### config.mk
export PLATFORM = sky130hd
export DESIGN_NAME = mutative_mem_arbiter
export DESIGN_NICKNAME = d
export VERILOG_FILES = /design/src/rtl/mutative_mem_arbiter.sv
export SDC_FILE = /design/constraint.sdc
export NUM_CORES = 1
export LEC_CHECK = 0
export BUFFER_PORTS_ARGS = -buffer_cell sky130_fd_sc_hd__buf_2
export CAP_MARGIN = 25
export CORE_AREA = 8 8 628 630
export DETAILED_ROUTE_END_ITERATION = 10
export DIE_AREA = 0 0 636 638
export PLACE_DENSITY = 0.3
export SYNTH_ARGS = -nofsm -noshare
export SYNTH_HDL_FRONTEND = slang
export SYNTH_SLANG_ARGS = --single-unit
### constraint.sdc
create_clock -name clk -period 2.98 [get_ports clk]
set_input_delay 0.298 -clock clk [delete_from_list [all_inputs] [get_ports clk]]
set_output_delay 0.298 -clock clk [all_outputs]
set_load 0.02 [all_outputs]
### src/rtl/mutative_mem_arbiter.sv
// mutative_mem_arbiter: two-port (icache p0 / dcache p1) arbiter onto one line-wide memory port.
// Define MUTATIVE_ARB_RR_EN for round-robin tie-breaking; default is fixed priority to p1.
module mutative_mem_arbiter #(
   parameter int ADDR_WIDTH = 32,
   parameter int LINE_WIDTH = 256
) (
   input  logic                  clk,
   input  logic                  rst,
   input  logic [ADDR_WIDTH-1:0] p0_addr,
   input  logic                  p0_read,
   input  logic                  p0_write,
   input  logic [LINE_WIDTH-1:0] p0_wdata,
   output logic [LINE_WIDTH-1:0] p0_rdata,
   output logic                  p0_resp,
   input  logic [ADDR_WIDTH-1:0] p1_addr,
   input  logic                  p1_read,
   input  logic                  p1_write,
   input  logic [LINE_WIDTH-1:0] p1_wdata,
   output logic [LINE_WIDTH-1:0] p1_rdata,
   output logic                  p1_resp,
   output logic [ADDR_WIDTH-1:0] dfp_addr,
   output logic                  dfp_read,
   output logic                  dfp_write,
   output logic [LINE_WIDTH-1:0] dfp_wdata,
   input  logic [LINE_WIDTH-1:0] dfp_rdata,
   input  logic                  dfp_resp
);
   typedef enum logic [1:0] {IDLE, BUSY, DONE} state_t;
   state_t                state;
   logic                  grant, last_grant, write_q;
   logic [ADDR_WIDTH-1:0] addr_q;
   logic [LINE_WIDTH-1:0] wdata_q;
   logic                  req0, req1, gnt, busy, fin;
   assign req0 = p0_read | p0_write;
   assign req1 = p1_read | p1_write;
`ifdef MUTATIVE_ARB_RR_EN
   assign gnt = (req0 & req1) ? ~last_grant : req1;
`else
   // fixed priority to p1; last_grant is tracked but never changes the outcome
   assign gnt = (req0 & req1) ? (last_grant | 1'b1) : req1;
`endif
   always_ff @(posedge clk) begin
      if (rst) begin
         state      <= IDLE;
         grant      <= 1'b0;
         last_grant <= 1'b1;
         write_q    <= 1'b0;
         addr_q     <= '0;
         wdata_q    <= '0;
      end else begin
         case (state)
            IDLE: if (req0 | req1) begin
               state      <= BUSY;
               grant      <= gnt;
               last_grant <= gnt;
               write_q    <= gnt ? p1_write : p0_write;
               addr_q     <= gnt ? p1_addr : p0_addr;
               wdata_q    <= gnt ? p1_wdata : p0_wdata;
            end
            BUSY: if (dfp_resp) state <= DONE;
            DONE: begin
               state <= IDLE;
               grant <= 1'b0;
            end
            default: state <= IDLE;
         endcase
      end
   end
   // rst gating drops a response that lands in the reset cycle
   assign busy      = (state == BUSY) & ~rst;
   assign fin       = busy & dfp_resp;
   assign dfp_read  = busy & ~write_q;
   assign dfp_write = busy & write_q;
   assign dfp_addr  = busy ? addr_q : '0;
   assign dfp_wdata = busy ? wdata_q : '0;
   assign p0_resp   = fin & ~grant;
   assign p1_resp   = fin & grant;
   assign p0_rdata  = p0_resp ? dfp_rdata : '0;
   assign p1_rdata  = p1_resp ? dfp_rdata : '0;
endmodule
# ---- Yosys cells after proc, flatten, opt, wreduce, memory -nomap -nowiden
# Index checks and enable logic that the tools add are counted.
dict set report classes {
  eq_ne 4
  n_mux 13
  n_bitwise 13
  n_reduce_logical 5
}
# operator n
set ops {}
lappend ops {{$mux 256} 4}
lappend ops {{$mux 32} 2}
lappend ops {{$and 1x1->1} 7}
lappend ops {{$reduce_and 2->1} 3}
lappend ops {{$mux 2} 2}
lappend ops {{$ne 2x2->1 const B} 2}
lappend ops {{$pmux 2 s2} 1}
lappend ops {{$mux 1} 3}
lappend ops {{$not 1->1} 3}
lappend ops {{$or 1x1->1} 3}
lappend ops {{$eq 2x1->1 const B} 1}
lappend ops {{$eq 2x2->1 const B} 1}
lappend ops {{$logic_not 2->1} 1}
lappend ops {{$pmux 1 s2} 1}
lappend ops {{$reduce_bool 2->1} 1}
dict set report word_totals {
  ff_bits 292
  inputBits 839
  output_inout_bits 804
  wordCells 40
}

# ---- Logic depth before layout (Yosys ltp)
dict set report logic_depth {
  depth_word 5
  mapped_depth 6
  mapped_depth_nobuf 3
}

# ---- Least setup slack after synthesis
# OpenSTA, ideal clock, no wires.
dict set report synth_path {
  kind {reg-to-output}
  from {reg state[0]}
  to {out p0_rdata[100]}
  arrival_ps 1690
  required_time_ps 2682
  path_slack_ps 992
  stages_incl_launch_ff 6
  path_buffers 2
  path_cell_list {dfxtp_1 -> or3b_1 -> nor3b_2 -> buf_2 -> clkbuf_1 -> and2_1}
}
dict set report synth_between {
  elab_chain_cells 5
}
# element line
set synth_lines {}
lappend synth_lines {{from (decl)} 29} ;# state_t state;
lappend synth_lines {{from (signal assigned)} 44} ;# state <= IDLE;
lappend synth_lines {{from (signal assigned)} 53} ;# state <= BUSY;
lappend synth_lines {{from (signal assigned)} 60} ;# BUSY: if (dfp_resp) state <= DONE;
lappend synth_lines {{$eq 2x1->1} 70} ;# assign busy = (state == BUSY) & ~rst;
lappend synth_lines {{$and 1x1->1} 70}
lappend synth_lines {{$and 1x1->1} 71} ;# assign fin = busy & dfp_resp;
lappend synth_lines {{$and 1x1->1} 76} ;# assign p0_resp = fin & ~grant;
lappend synth_lines {{$mux 256} 78} ;# assign p0_rdata = p0_resp ? dfp_rdata : '0;
lappend synth_lines {{to (decl)} 13} ;# output logic [LINE_WIDTH-1:0] p0_rdata,
# Every way passes these cells.

# ---- Final worst setup path
dict set report layout_path {
  from {reg state[1]}
  to {out p0_rdata[213]}
}
# The elaborated chain is that of the path after synthesis.

==> impl_metrics.csv <==
group,metric,value,unit
timing,hold_viol,0,
cells_and_area,finalNetCount,4878,
global_routing,antenna_found_initial,393,
die,fp.coreArea,384000,sq um
place,hpwl,269000,um
logic_synthesis,ys_types,25,
clock_network,cts_tree,"done",
timing,min_period_over_period,1.00,
timing,final_max_slew_viol_count,0,
power,irDropWorstVdd,0.387,mV
detailed_routing,routed_via_density,2.84,
worst_setup_path,cp_max_fo,5,
power,p_total,15.6,mW
clock_network,h-tree-depth,2,
place,placed_area,33100,sq um
global_routing,overflow,0,
logic_synthesis,yosys.area.top_type_share,0.340,
global_routing,grt_max_degree,70,
clock_network,clk_pin_slew,0.06,ns
run_status,violations,"negative setup slack",
clock_network,cts_buffers,49,
timing,grt_setup_unrepaired,"yes",
worst_setup_path,critPathArrivalTime,2.68,ns
timing,hold_slack,0.118,ns
die,die_w,636,um
timing,clock.fmax,336,MHz
timing,max_slew_margin,0.506,
logic_synthesis,avgSynthCellArea,9.17,sq um
die,fp.dieArea,406000,sq um
cells_and_area,fin_area,42400,sq um
place,globalplace.congestion,0.957,
worst_setup_path,reg2reg_slack,1.03,ns
cells_and_area,areaGrowthSynthToFinish,147,%
logic_synthesis,ys_seq_elements,292,
job,maxCapViolations,0,
cells_and_area,drive_gt1_frac,0.461,
cells_and_area,fill_cells,44600,
worst_setup_path,critPathLaunchType,"flip-flop",
power,powerDensity,367,nW/um^2
logic_synthesis,syn_nets,2713,
worst_setup_path,setup.worst_path.class,"reg2out",
die,ios,1643,
clock_network,clk_path_buf_depth,3,
detailed_routing,ant_nets,0,
logic_synthesis,yosysSeqAreaShare,0.340,
die,row_count,228,
place,numPortBuffers,1642,
detailed_routing,num_vias,26100,
timing,final-setup-viol-count,1,
detailed_routing,drt_iter0_drc,1660,
clock_network,clkSinkCount,292,
worst_hold_path,hp-class,"in2reg",
timing,timing.final.ws_setup,-0.000342,ns
detailed_routing,first_pass_iters,5,
clock_network,root_buffer,"clkbuf_16",
run_status,status,"finished with violations",
detailed_routing,drc,0,
timing,tightest_slew,0.741,ns
timing,final.min_clock_period,2.98,ns
logic_synthesis,yosys_warnings,0,
die,die_h,638,um
cells_and_area,final-seq-area,5850,sq um
global_routing,grt_pass1_vias,25700,
clock_network,clkLatencyLatePin,0.71,ns
worst_setup_path,required,2.68,ns
die,initial_core_util,0.0447,
logic_synthesis,synth_area_leaders,"dfxtp_1 34%, and2_1 29%, mux2i_1 17%, o2bb2ai_1 15%, clkbuf_1 2.5%",
detailed_routing,drt-total-wl,303000,um
logic_synthesis,yosysTopAreaCell,"dfxtp_1",
global_routing,grt_use_total,0.141,
power,leakage,18.4,nW
worst_setup_path,cp-end-kind,"output pin",
timing,finalClockSkew,0.0347,ns
cells_and_area,multiInputGateArea,10800,sq um
detailed_routing,wl_per_cell,32.8,um
logic_synthesis,synth_area,17200,sq um
global_routing,grt_pass1_wl,360000,um
logic_synthesis,postSynthCellCount,1874,
[cells in the mapped netlist, drive strengths merged]
cell type    n
inv          2
a21o         1
nor2         4
a221oi       1
or3b         1
and3         1
dfxtp      292
a21oi        2
nor3         2
nand3b       1
or4          1
nor3b        2
buf         64
mux2i      288
clkbuf     119
nand2        1
o21ai        3
and2       801
o2bb2ai    288
[metrics by stage]
stage | TNS [ns] | utilization | setup slack (ns) | cells
after floorplan | 0 | - | 0.992 | 1874
after global placement | 0 | 0.0861 | 0.437 | 8437
after detailed placement | 0 | 0.0861 | 0.401 | 8437
after CTS | -11.80 | 0.109 | -0.114 | 9136
after global routing | -11.65 | 0.110 | -0.145 | 9170
final | -0.000342 | 0.110 | -0.000342 | 9219
[report_power, final]
group	total [mW]	leakage, nW	switching (mW)	internal, mW
clock	6.31	0.836	2.63	3.69
combinational	4.59	15.1	2.51	2.08
sequential	4.69	2.42	0.312	4.38
[layer usage]
layer / up-vias / global-route usage / wire length [um]
met5: - / 0.00425 / 1110
met4: 168 / 0.0205 / 7200
met3: 709 / 0.0818 / 39000
met2: 1873 / 0.243 / 143000
met1: 12500 / 0.153 / 112000
li1: 10900 / - / -
[final cells by class]
type | count | area share
flip-flops and latches | 292 | 0.138
clock inverters | 24 | 0.00651
inverters | 2 | 0.000177
repair buffers | 2297 | 0.415
multi-input cells | 1397 | 0.253
well taps | 5060 | 0.149
diodes | 79 | 0.00466
clock buffers | 68 | 0.0334
[cells in the final DEF, fill, tap and decap left out, types with 8 or more instances in the layout]
cell type      netlist  final
and2_1             801    728
and2_4               0     68
buf_12               0    128
buf_16               0     11
buf_2               55   1374
buf_4                5    104
buf_6                0     85
clkbuf_1           116      8
clkbuf_16            0     54
clkbuf_8             0     10
clkinv_2             0     10
dfxtp_1            292    290
diode_2              0     79
dlygate4sd3_1        0    581
mux2i_1            288    288
o2bb2ai_1          288    288
[repair_timing]
| item | CTS | global route |
|---|---|---|
| endpoints found under the setup margin | 398 | 222 |
| buffers inserted | 16 | 1 |
| hold buffers | 581 | 0 |
| gates resized for setup | 248 | 119 |
| pin swaps | 3 | 8 |
| hold endpoints to repair | 292 | 0 |
| cloned | 11 | 5 |
[registers in the layout (all words and copies together) (netlist names)]
name	count
grant	1
addr_q	32
write_q	1
wdata_q	256
state	2
[cells by family (layout without fill, tap and decap cells)]
group | after synthesis | after routing | share of synthesized area
other cells | 0 | 79 | 0
flops | 292 | 292 | 0.340
compound gates | 295 | 295 | 0.150
mux | 288 | 288 | 0.168
buf+inv | 185 | 2391 | 0.0457
simple gates | 814 | 814 | 0.297
[path summary, 6_finish.rpt]
kind / to / start / cells past startpoint
hold / removal: wdata_q[206] / p1_wdata[206] / 4
setup reg to reg: wdata_q[162] / state[1] / 6
hold reg to reg: wdata_q[34] / wdata_q[34] / 1
setup / recovery: p0_rdata[213] / state[1] / 9
[critical path, cell delays in order (launching register included)]
cell and delay, ns:
dfxtp_4 0.35, or3b_4 0.39, nor3b_4 0.22, buf_12 0.17
buf_16 0.16, buf_12 0.16, buf_12 0.14, clkbuf_16 0.14
and2_4 0.14, buf_6 0.11
Note: power is estimated with default switching activity, not from simulation.
